$ cat src/rtl/inst_loader_pkg.sv
// Shared types for the boot-time instruction loader: FSM states, header count
// and the instruction-memory address/word types.
package inst_loader_pkg;

  localparam int IM_ADDR_W = 10;

  typedef logic [IM_ADDR_W-1:0] im_addr_t;
  typedef logic [31:0]          inst_t;
  typedef logic [15:0]          ld_count_t;

  typedef enum logic [2:0] {
    IDLE,
    HDR0,
    HDR1,
    BYTES,
    WRITE,
    DONE,
    ERR
  } loader_state_enum;

  // Byte lane that the idx-th byte of a word occupies.
  function automatic logic [1:0] lane_sel(input logic [1:0] idx, input bit little_endian);
    return little_endian ? idx : 2'd3 - idx;
  endfunction

endpackage

$ cat src/rtl/inst_loader_if.sv
// Byte-stream input and instruction-memory write port of the loader.
// master = stream source / IM side, slave = the loader itself.
interface inst_loader_if #(
  parameter int ADDR_W = 10
);

  logic              rx_valid;
  logic [7:0]        rx_data;
  logic              rx_ready;
  logic              ld_we;
  logic [ADDR_W-1:0] ld_addr;
  logic [31:0]       ld_inst;

  modport master (
    output rx_valid,
    output rx_data,
    input  rx_ready,
    input  ld_we,
    input  ld_addr,
    input  ld_inst
  );

  modport slave (
    input  rx_valid,
    input  rx_data,
    output rx_ready,
    output ld_we,
    output ld_addr,
    output ld_inst
  );

endinterface

$ cat src/rtl/inst_loader_byte_packer.sv
// Assembles four accepted bytes into one 32-bit instruction; word exposes the
// word including the byte being strobed so the caller can capture it on that edge.
module inst_loader_byte_packer
  import inst_loader_pkg::*;
#(
  parameter bit LITTLE_ENDIAN = 1'b1
) (
  input  logic       cpu_clk_50M,
  input  logic       cpu_rst_n,
  input  logic       clear,
  input  logic       byte_stb,
  input  logic [7:0] byte_data,
  output inst_t      word,
  output logic       word_full
);

  logic [1:0] cnt_q;
  inst_t      data_q;
  inst_t      word_d;
  logic [1:0] lane;

  assign lane = lane_sel(cnt_q, LITTLE_ENDIAN);

  // NOTE: every variable driven here gets a default first, so no path can leave it unassigned and infer a latch.
  always_comb begin
    word_d = data_q;
    if (byte_stb) word_d[{lane, 3'b000} +: 8] = byte_data;
  end

  assign word      = word_d;
  assign word_full = byte_stb && (cnt_q == 2'd3);

  // NOTE: sequential state uses non-blocking assignments so every register samples pre-edge values.
  always_ff @(posedge cpu_clk_50M or negedge cpu_rst_n) begin
    if (!cpu_rst_n) begin
      cnt_q  <= '0;
      data_q <= '0;
    end else if (clear) begin
      cnt_q  <= '0;
      data_q <= '0;
    end else if (byte_stb) begin
      cnt_q  <= cnt_q + 2'd1;
      data_q <= word_d;
    end
  end

endmodule

$ cat src/rtl/inst_loader.sv
// Boot loader: parses a 16-bit big-endian word-count header, packs the following
// bytes into instructions, writes them to consecutive IM addresses, then releases the core.
module inst_loader
  import inst_loader_pkg::*;
#(
  parameter int IM_DEPTH      = 1024,
  parameter int ADDR_W        = IM_ADDR_W,
  parameter bit LITTLE_ENDIAN = 1'b1,
  parameter int TIMEOUT       = 65535
) (
  input  logic          cpu_clk_50M,
  input  logic          cpu_rst_n,
  input  logic          start,
  inst_loader_if.slave  bus,
  output logic          busy,
  output logic          done,
  output logic          err,
  output logic          cpu_run
);

  localparam int TMO_W = $clog2(TIMEOUT + 1);

  loader_state_enum  state_q;
  ld_count_t         count_q;
  ld_count_t         hdr_count;
  logic [ADDR_W-1:0] index_q;
  logic [TMO_W-1:0]  tmo_q;
  logic [ADDR_W-1:0] ld_addr_q;
  inst_t             ld_inst_q;
  inst_t             packed_word;
  logic              rx_ready;
  logic              accept;
  logic              word_full;
  logic              tmo_expire;
  logic              last_word;

  assign rx_ready   = state_q inside {HDR0, HDR1, BYTES};
  assign accept     = bus.rx_valid && rx_ready;
  assign hdr_count  = {count_q[15:8], bus.rx_data};
  assign tmo_expire = (tmo_q == TMO_W'(TIMEOUT - 1));
  assign last_word  = (16'(index_q) == count_q - 16'd1);

  inst_loader_byte_packer #(
    .LITTLE_ENDIAN (LITTLE_ENDIAN)
  ) u_packer (
    .cpu_clk_50M (cpu_clk_50M),
    .cpu_rst_n   (cpu_rst_n),
    .clear       (state_q != BYTES),
    .byte_stb    (accept && (state_q == BYTES)),
    .byte_data   (bus.rx_data),
    .word        (packed_word),
    .word_full   (word_full)
  );

  // NOTE: all loader state is small and control-relevant, so all of it is reset; a partial word never survives reset.
  always_ff @(posedge cpu_clk_50M or negedge cpu_rst_n) begin
    if (!cpu_rst_n) begin
      state_q   <= IDLE;
      count_q   <= '0;
      index_q   <= '0;
      tmo_q     <= '0;
      ld_addr_q <= '0;
      ld_inst_q <= '0;
    end else begin
      case (state_q)
        IDLE, DONE, ERR: begin
          if (start) begin
            state_q <= HDR0;
            tmo_q   <= '0;
          end
        end
        HDR0: begin
          if (accept) begin
            count_q[15:8] <= bus.rx_data;
            tmo_q         <= '0;
            state_q       <= HDR1;
          end else if (tmo_expire) begin
            state_q <= ERR;
          end else begin
            tmo_q <= tmo_q + TMO_W'(1);
          end
        end
        HDR1: begin
          if (accept) begin
            count_q[7:0] <= bus.rx_data;
            tmo_q        <= '0;
            index_q      <= '0;
            if (hdr_count == 16'd0)                     state_q <= DONE;
            else if ({1'b0, hdr_count} > 17'(IM_DEPTH)) state_q <= ERR;
            else                                        state_q <= BYTES;
          end else if (tmo_expire) begin
            state_q <= ERR;
          end else begin
            tmo_q <= tmo_q + TMO_W'(1);
          end
        end
        BYTES: begin
          if (accept) begin
            tmo_q <= '0;
            // Capture address and word on the completing byte so both are valid during WRITE.
            if (word_full) begin
              ld_addr_q <= index_q;
              ld_inst_q <= packed_word;
              state_q   <= WRITE;
            end
          end else if (tmo_expire) begin
            state_q <= ERR;
          end else begin
            tmo_q <= tmo_q + TMO_W'(1);
          end
        end
        WRITE: begin
          tmo_q <= '0;
          if (last_word) begin
            state_q <= DONE;
          end else begin
            index_q <= index_q + ADDR_W'(1);
            state_q <= BYTES;
          end
        end
        default: state_q <= IDLE;
      endcase
    end
  end

  assign bus.rx_ready = rx_ready;
  assign bus.ld_we    = (state_q == WRITE);
  assign bus.ld_addr  = ld_addr_q;
  assign bus.ld_inst  = ld_inst_q;
  assign busy         = state_q inside {HDR0, HDR1, BYTES, WRITE};
  assign done         = (state_q == DONE);
  assign cpu_run      = (state_q == DONE);
  assign err          = (state_q == ERR);

endmodule
$ cat src/flat_wrapper.sv
// flat-port wrapper written by rule: the top's interface ports become plain ports
module inst_loader_flat import inst_loader_pkg::*;
#(
  parameter int IM_DEPTH      = 1024,
  parameter int ADDR_W        = IM_ADDR_W,
  parameter bit LITTLE_ENDIAN = 1'b1,
  parameter int TIMEOUT       = 65535
)
  (cpu_clk_50M, cpu_rst_n, start, busy, done, err, cpu_run, bus_rx_valid, bus_rx_data, bus_rx_ready, bus_ld_we, bus_ld_addr, bus_ld_inst);
  inst_loader_if #(.ADDR_W(ADDR_W)) bus_i ();
  input  logic cpu_clk_50M;
  input  logic cpu_rst_n;
  input  logic start;
  output logic busy;
  output logic done;
  output logic err;
  output logic cpu_run;
  input wire logic [$bits(bus_i.rx_valid)-1:0] bus_rx_valid;
  input wire logic [$bits(bus_i.rx_data)-1:0] bus_rx_data;
  output wire logic [$bits(bus_i.rx_ready)-1:0] bus_rx_ready;
  output wire logic [$bits(bus_i.ld_we)-1:0] bus_ld_we;
  output wire logic [$bits(bus_i.ld_addr)-1:0] bus_ld_addr;
  output wire logic [$bits(bus_i.ld_inst)-1:0] bus_ld_inst;
  assign bus_i.rx_valid = bus_rx_valid;
  assign bus_i.rx_data = bus_rx_data;
  assign bus_rx_ready = bus_i.rx_ready;
  assign bus_ld_we = bus_i.ld_we;
  assign bus_ld_addr = bus_i.ld_addr;
  assign bus_ld_inst = bus_i.ld_inst;
  inst_loader #(.IM_DEPTH(IM_DEPTH), .ADDR_W(ADDR_W), .LITTLE_ENDIAN(LITTLE_ENDIAN), .TIMEOUT(TIMEOUT)) u_core (.cpu_clk_50M(cpu_clk_50M), .cpu_rst_n(cpu_rst_n), .start(start), .bus(bus_i), .busy(busy), .done(done), .err(err), .cpu_run(cpu_run));
endmodule
$ cat config.mk
export PLATFORM = sky130hd
export DESIGN_NAME = inst_loader_flat
export DESIGN_NICKNAME = d
export VERILOG_FILES = /design/src/rtl/inst_loader_pkg.sv /design/src/rtl/inst_loader_if.sv /design/src/rtl/inst_loader_byte_packer.sv /design/src/rtl/inst_loader.sv /design/src/flat_wrapper.sv
export SDC_FILE = /design/constraint.sdc
export NUM_CORES = 1
export LEC_CHECK = 0
export CORE_MARGIN = 2
export CORE_UTILIZATION = 57
export DETAILED_ROUTE_END_ITERATION = 6
export GPL_TIMING_DRIVEN = 0
export PLACE_DENSITY = 0.8
export SLEW_MARGIN = 30
export SYNTH_ARGS = -nofsm -noshare
export SYNTH_HDL_FRONTEND = slang
export SYNTH_SLANG_ARGS = --single-unit
export TNS_END_PERCENT = 50
$ cat constraint.sdc
create_clock -name cpu_clk_50M -period 3.3 [get_ports cpu_clk_50M]
set_clock_uncertainty 0.15 [all_clocks]
set_input_delay 0.66 -clock cpu_clk_50M [delete_from_list [all_inputs] [get_ports cpu_clk_50M]]
set_output_delay 0.66 -clock cpu_clk_50M [all_outputs]
set_load 0.1 [all_outputs]
==> metrics.md, run 1 <==
| Metric | Value |
|---|---|
| Status | `completed` |
| Primary FF master, synth | `dfrtp_1` |
| DR iter-0 viols | `approximately 380` |
| Row cnt | `36` |
| Largest net degree at the start of global routing | `65` |
| Cell Pwr Density | `744 nW/µm²` |
| Worst-path clk slew | `about 0.060 ns` |
| Syn-to-layout area delta | `24.3%` |
| Multi-input gate area | `around 2600 µm²` |
| Number of synthesized flops with an enable pin | `0` |
| Async S/R FF share, synth | `between 90% and 100%` |
| CTS tree | `done` |
| First drt pass iteration count | `5` |
| Total number of vias | `approximately 5000` |
| Cells after Synth | `577` |
| CTS H-tree lvls | `4` |
| Post-Route WL | `about 15000 µm` |
| Post-layout net count | `~680` |
| IO Pins | `60` |
| I/O Buffers | `slightly below 60` |
| Setup Crit Path Kind | `flop to output port` |
| Sequential fraction of the synthesis area | `about half` |
| TNS Setup | `0 ns` |
| Core ar. | `slightly below 10000 µm²` |
| Die W | `between 100 and 150 µm` |
| Data required, critical path | `2.49 ns` |
| Worst Setup End Kind | `output port` |
| Clk_lat worst skew | `approximately 0.52 ns` |
| CTS sink count | `~110` |
| Critical path peak fanout | `9` |
| Post-synth top cells | `dfrtp_1 (113), nor2_1 (82), nand2_1 (71)` |
| Tcrit/Tclk final | `97.2%` |
| Max VDD drop | `531 µV` |
| Dpl cells | `between 700 and 800` |
| Final count of negative-setup-slack endpoints | `0` |
| Diode count | `0` |
| Initial antenna violation count | `0` |
| P_sw | `2.03 mW` |
| Clock Path Buffers | `2` |
| Most common cell in the netlist | `dfrtp_1` |
| DRC viols | `0` |
| Leakage | `just over 3 nW` |
| Die area | `approximately 11000 µm²` |
| Fin. max-slew vios | `0` |
| Post-route insts no fill | `approximately 800` |
| Largest area contributor in the netlist | `dfrtp_1` |
| Fmax | `slightly above 300 MHz` |
| Die Y | `approximately 100 µm` |
| Clock root buffer master | `clkbuf_8` |
| Cell area after synthesis | `5620 µm²` |
| Post-route ant nets | `0` |
| GRT Overall Usage | `between 20 and 30%` |
| Post-synthesis cell type count | `between 50 and 60` |
| #FFs+latches synth | `roughly 110` |
| Min Tclk post-route | `3.21 ns` |
| Int Power | `3.17 mW` |
| Vias per inst | `6.17` |
| Worst EP arrival | `between 2 and 2.5 ns` |
| Final hold violations | `0` |
| Number of global-route vias before repair | `4775` |
| Initial core utilization | `about three fifths` |
| Fraction of layout cells with a size suffix above 1 | `about a tenth` |
| GPL Wtd Cong | `roughly 0.90` |
| Worst min path class | `flop to flop` |
| YS warnings | `0` |
| Logic pwr share | `around 33%` |
| Global route total overflow | `0` |
| Worst-Margin Slew | `slightly below 1 ns` |
| Sw Ratio | `39.0%` |
| Fillers | `between 700 and 800` |
| Clk network pwr share | `roughly 32%` |
| Detail Placement HPWL | `between 9000 and 10000 µm` |
| Synth Net Count | `around 600` |
| Num CTS Buffers | `17` |
| First-pass GRT wire length | `roughly 24000 µm` |
| Slew HR | `about a third` |
| Max-Cap Viols | `0` |
| Main area contributors after synthesis | `dfrtp_1 (50%), nor2_1 (5.5%), a22o_1 (5.0%)` |
| Share of the synthesized area in the top cell type | `between 50% and 60%` |
| Synth Area per Inst | `9.75 µm²` |
| Sequential cell area | `roughly 2800 µm²` |
| Register share of total power | `about 35%` |
| Routed WL per cell | `~18 µm` |
| Critical Path Start Type | `flop` |
==> critical path, cell delays in order (launching register included) <==
cell and delay (ns):
dfrtp_1 0.35, buf_2 0.17, nor2_1 0.32, xnor2_1 0.19, clkdlybuf4s15_1 0.85
==> timing repair <==
item | in CTS | in global routing
hold endpoints to repair | 49 | 0
pin swaps | 0 | 1
endpoints found under the setup margin | 6 | 15
setup buffers | 0 | 2
hold buffers | 1 | 0
gates resized for setup | 10 | 7
==> flip-flops by register name (all words and copies together) (netlist names) <==
register and count:
u_core.state_q 3, u_core.bus.ld_inst 32, u_core.bus.ld_addr 10, u_core.u_packer.data_q 24, u_core.u_packer.cnt_q 2, u_core.count_q 16, u_core.index_q 10, u_core.tmo_q 16
==> cell usage in the layout, fill, tap and decap left out, drive strengths merged, types with 10 or more instances in the layout <==
master / n
nor2: 82
clkdlybuf4s50: 51
a221oi: 25
and3: 10
nand2: 71
nand3: 14
xnor2: 13
nor3: 14
dfrtp: 113
or3: 10
inv: 10
nor4: 11
buf: 11
a22o: 32
xor2: 11
a21oi: 21
o21ai: 17
clkbuf: 54
==> logic make-up after synthesis <==
logic type	count (synthesis)	synth area share [%]
flip-flops	113	50.3
AND/OR/NAND/NOR	248	21.5
multiplexers	13	2.49
XOR/XNOR	24	3.74
buffers and inverters	48	3.45
AO/OA/AOI/OAI	122	16.5
adder cells (fa/ha/maj)	9	2.00
==> final timing paths <==
kind                                  startpoint                    end  cells after the start  slack [ns]
setup / recovery               u_core.state_q[0]                   busy                      4        0.09
hold / removal             u_core.bus.ld_addr[6]  u_core.bus.ld_addr[6]                      2        0.32
setup reg to reg               u_core.count_q[1]      u_core.state_q[2]                     12        0.11
hold reg to reg            u_core.bus.ld_addr[6]  u_core.bus.ld_addr[6]                      2        0.32
max in group asynchronous              cpu_rst_n      u_core.count_q[0]                      3        1.83
min in group asynchronous              cpu_rst_n  u_core.bus.ld_addr[7]                      2        0.49
==> layer usage <==
layer / share of wire [%] / GRT usage, % / routed length, µm / up-vias
met5: 0 / 0 / 0 / -
met4: 2.7 / 10.4 / 388 / 0
met3: 6.0 / 6.79 / 870 / 37
met2: 50 / 47.4 / 7230 / 194
met1: 42 / 38.6 / 6030 / 2477
li1: - / - / - / 2254
==> per-stage QoR <==
| step | instance area (µm²) | utilization, % | total power, mW | worst slack (ns) | hold WS [ns] |
|---|---|---|---|---|---|
| after floorplan | 5630 | - | 3.06 | -0.00969 | 0.214 |
| after global placement | 6380 | 65.9 | 3.41 | -2.78 | 0.308 |
| after detailed placement | 6410 | 66.2 | 3.48 | -0.142 | 0.316 |
| after CTS | 6980 | 72.0 | 5.18 | 0.0149 | 0.329 |
| after global routing | 6990 | 72.2 | 5.47 | -0.00769 | 0.345 |
| final | 6990 | 72.2 | 5.20 | 0.0923 | 0.324 |
==> power by group through the flow <==
| stage | Clock [mW] | Sequential (mW) | Combinational, mW |
|---|---|---|---|
| final | 1.69 | 1.80 | 1.72 |
| after global routing | 1.78 | 1.82 | 1.87 |
| after global placement | 0 | 1.79 | 1.61 |
| after floorplan | 0 | 1.79 | 1.27 |
| after detailed placement | 0 | 1.80 | 1.68 |
| after CTS | 1.70 | 1.79 | 1.70 |
==> cell type report <==
type                       instances  share of cell area [%]
inverter                          10                   0.537
clock buffer                      20                    6.37
tap                              133                    2.38
multi-input combinational        416                    37.5
clock inverter                    12                    1.59
sequential                       113                    40.5
buffer                            38                    2.24
timing repair buffer              62                    8.89
No activity file was read; power rests on OpenSTA's default activity.
==> inputs of run 2 (changes only) <==
CORE_UTILIZATION = 30   (was 57)
PLACE_DENSITY = default   (was 0.8)
==> metrics.md, run 2 (synthesis results as in run 1) <==
| Metric | Value |
|---|---|
| CP Buf/Inv Count | `2 (unchanged)` |
| Worst min path class | `flop to flop` |
| Final Util | `38.7% (-34 points)` |
| Post-Route WL | `14700 µm (+1.2%)` |
| I/O Buffers | `58 (unchanged)` |
| Worst-path clk slew | `0.05 ns (about the same)` |
| Clk_lat worst skew | `0.42 ns (-0.10 ns)` |
| CTS sink count | `113 (unchanged)` |
| First-pass GRT wire length | `24100 µm (+1.0%)` |
| Worst-Margin Slew | `0.984 ns (+0.00233 ns)` |
| Critical path peak fanout | `9 (unchanged)` |
| GPL Wtd Cong | `0.762 (-15%)` |
| CP Cell Sequence | `buf_2 -> nor2_1 -> xnor2_1 -> dlygate4sd2_1` |
| Number of global-route vias before repair | `4543 (-4.9%)` |
| TNS Setup | `0 ns (unchanged)` |
| Place WS | `-0.0858 ns (+0.0557 ns)` |
| Die W | `141 µm (+36%)` |
| Initial antenna violation count | `0 (unchanged)` |
| GRT Overall Usage | `15.4% (-14 points)` |
| Critical Path Start Type | `flop` |
| Worst EP arrival | `2.39 ns (about the same)` |
| Min Tclk post-route | `3.20 ns (-0.0104 ns)` |
| Row cnt | `50 (+39%)` |
| Slowest CP cell | `dlygate4sd2_1` |
| Cell Pwr Density | `746 nW/µm² (+0.29%)` |
| Placed Area | `6550 µm² (+2.0%)` |
| Dpl cells | `870 (+13%)` |
| CP delay by family, top | `buffers and inverters` |
| First drt pass iteration count | `4 (-1)` |
| Post-layout net count | `681 (+0.29%)` |
| Core ar. | `18600 µm² (+92%)` |
| Detail Placement HPWL | `9890 µm (+3.1%)` |
| Status | `completed` |
| IO Pins | `60 (unchanged)` |
| Worst Setup End Kind | `output port` |
| Fraction of layout cells with a size suffix above 1 | `9.52% (-0.61 points)` |
| Post-route insts no fill | `906 (+13%)` |
| DR iter-0 viols | `338 (-12%)` |
| Tcrit/Tclk final | `96.9% (-0.32 points)` |
| Global route total overflow | `0 (unchanged)` |
| Fmax | `313 MHz (+0.33%)` |
| Vias per inst | `5.16 (-16%)` |
| CTS H-tree lvls | `4 (unchanged)` |
| Max reg flops | `32 (unchanged)` |
| Die Y | `141 µm (+36%)` |
| Cell area after layout | `7190 µm² (+2.8%)` |
| Setup Crit Path Kind | `flop to output port` |
| Post-route ant nets | `0 (unchanged)` |
| Syn-to-layout area delta | `27.8%` |
| Commonest non-fill, non-tap cell in the layout | `dfrtp_1` |
| Largest net degree at the start of global routing | `84 (+29%)` |
| DRC viols | `0 (unchanged)` |
| Commonest non-fill, non-tap cells in the layout | `dfrtp_1 (111), nor2_1 (82), nand2_1 (71)` |
| CTS tree | `done` |
| Final setup margin | `0.103 ns (+0.0104 ns)` |
| Worst path max stage delay | `0.90 ns (+0.05 ns)` |
| Final hold violations | `0 (unchanged)` |
| Fin. max-slew vios | `0 (unchanged)` |
| Clock root buffer master | `clkbuf_16` |
| Slew HR | `34.2% (-0.16 points)` |
| Final count of negative-setup-slack endpoints | `0 (unchanged)` |
| Data required, critical path | `2.49 ns (about the same)` |
| Die area | `19900 µm² (+86%)` |
| Max-Cap Viols | `0 (unchanged)` |
| Initial core utilization | `30.3% (-28 points)` |
| Diode count | `0 (unchanged)` |
| Clock Path Buffers | `2 (unchanged)` |
| Max VDD drop | `434 µV (-18%)` |
| Leakage | `3.12 nW (+1.3%)` |
| Total number of vias | `4674 (-5.8%)` |
| Num CTS Buffers | `17 (unchanged)` |
| Routed WL per cell | `16.2 µm (-10%)` |
-- run 2: path summary, 6_finish.rpt --
| kind | from | endpoint | slack, ns | cells after the start |
|---|---|---|---|---|
| setup / recovery | u_core.state_q[0] | busy | 0.10 | 4 |
| hold / removal | u_core.bus.ld_addr[6] | u_core.bus.ld_addr[6] | 0.32 | 2 |
| setup reg to reg | u_core.count_q[1] | u_core.state_q[2] | 0.17 | 12 |
| hold reg to reg | u_core.bus.ld_addr[6] | u_core.bus.ld_addr[6] | 0.32 | 2 |
| max in group asynchronous | cpu_rst_n | u_core.tmo_q[13] | 1.74 | 3 |
| min in group asynchronous | cpu_rst_n | u_core.bus.ld_addr[7] | 0.55 | 2 |
-- run 2: repair_timing --
action / CTS / global route
setup buffers: 0 / 4
hold buffers: 1 / 0
pin swaps: 0 / 1
endpoints found under the setup margin: 6 / 13
hold endpoints to repair: 30 / 0
gates cloned: 0 / 0
gates resized for setup: 10 / 6
-- run 2: cell type report --
type / count / area, µm²
plain buffers: 38 / 159
clock buffers: 26 / 499
multi-input cells: 416 / 2620
clock inverters: 5 / 100
fillers: 1817 / 11400
well taps: 234 / 293
flip-flops and latches: 113 / 2830
repair buffers: 64 / 647
inverters: 10 / 37.5
-- run 2: metal layers --
metal | global-route usage (%) | wire, µm | up-vias
met5 | 0 | 0 | -
met4 | 4.95 | 180 | 0
met3 | 4.48 | 734 | 14
met2 | 24.6 | 7070 | 103
met1 | 20.2 | 6720 | 2304
li1 | - | - | 2253
-- run 2: worst register-to-register path, cell delays in order, from the launching register on --
cell	delay, ns
dfrtp_2	0.40
inv_1	0.08
ha_1	0.13
clkbuf_4	0.17
or4b_4	0.48
or3b_1	0.39
a2bb2oi_1	0.14
o211ai_1	0.14
a2111oi_4	0.33
buf_4	0.20
buf_6	0.16
a21oi_1	0.08
a31oi_1	0.20
-- run 2: where the power goes --
group / switching (mW) / leakage [nW] / total [mW] / internal [mW]
clock: 0.603 / 0.294 / 1.86 / 1.26
combinational: 1.14 / 1.28 / 1.72 / 0.583
sequential: 0.210 / 1.54 / 1.78 / 1.57
-- run 2: metrics by stage --
step | hold WS (ns) | power (mW)
floorplan | 0.214 | 3.06
global placement | 0.313 | 3.47
detailed placement | 0.319 | 3.50
CTS | 0.333 | 5.37
global route | 0.358 | 5.68
finish | 0.325 | 5.36
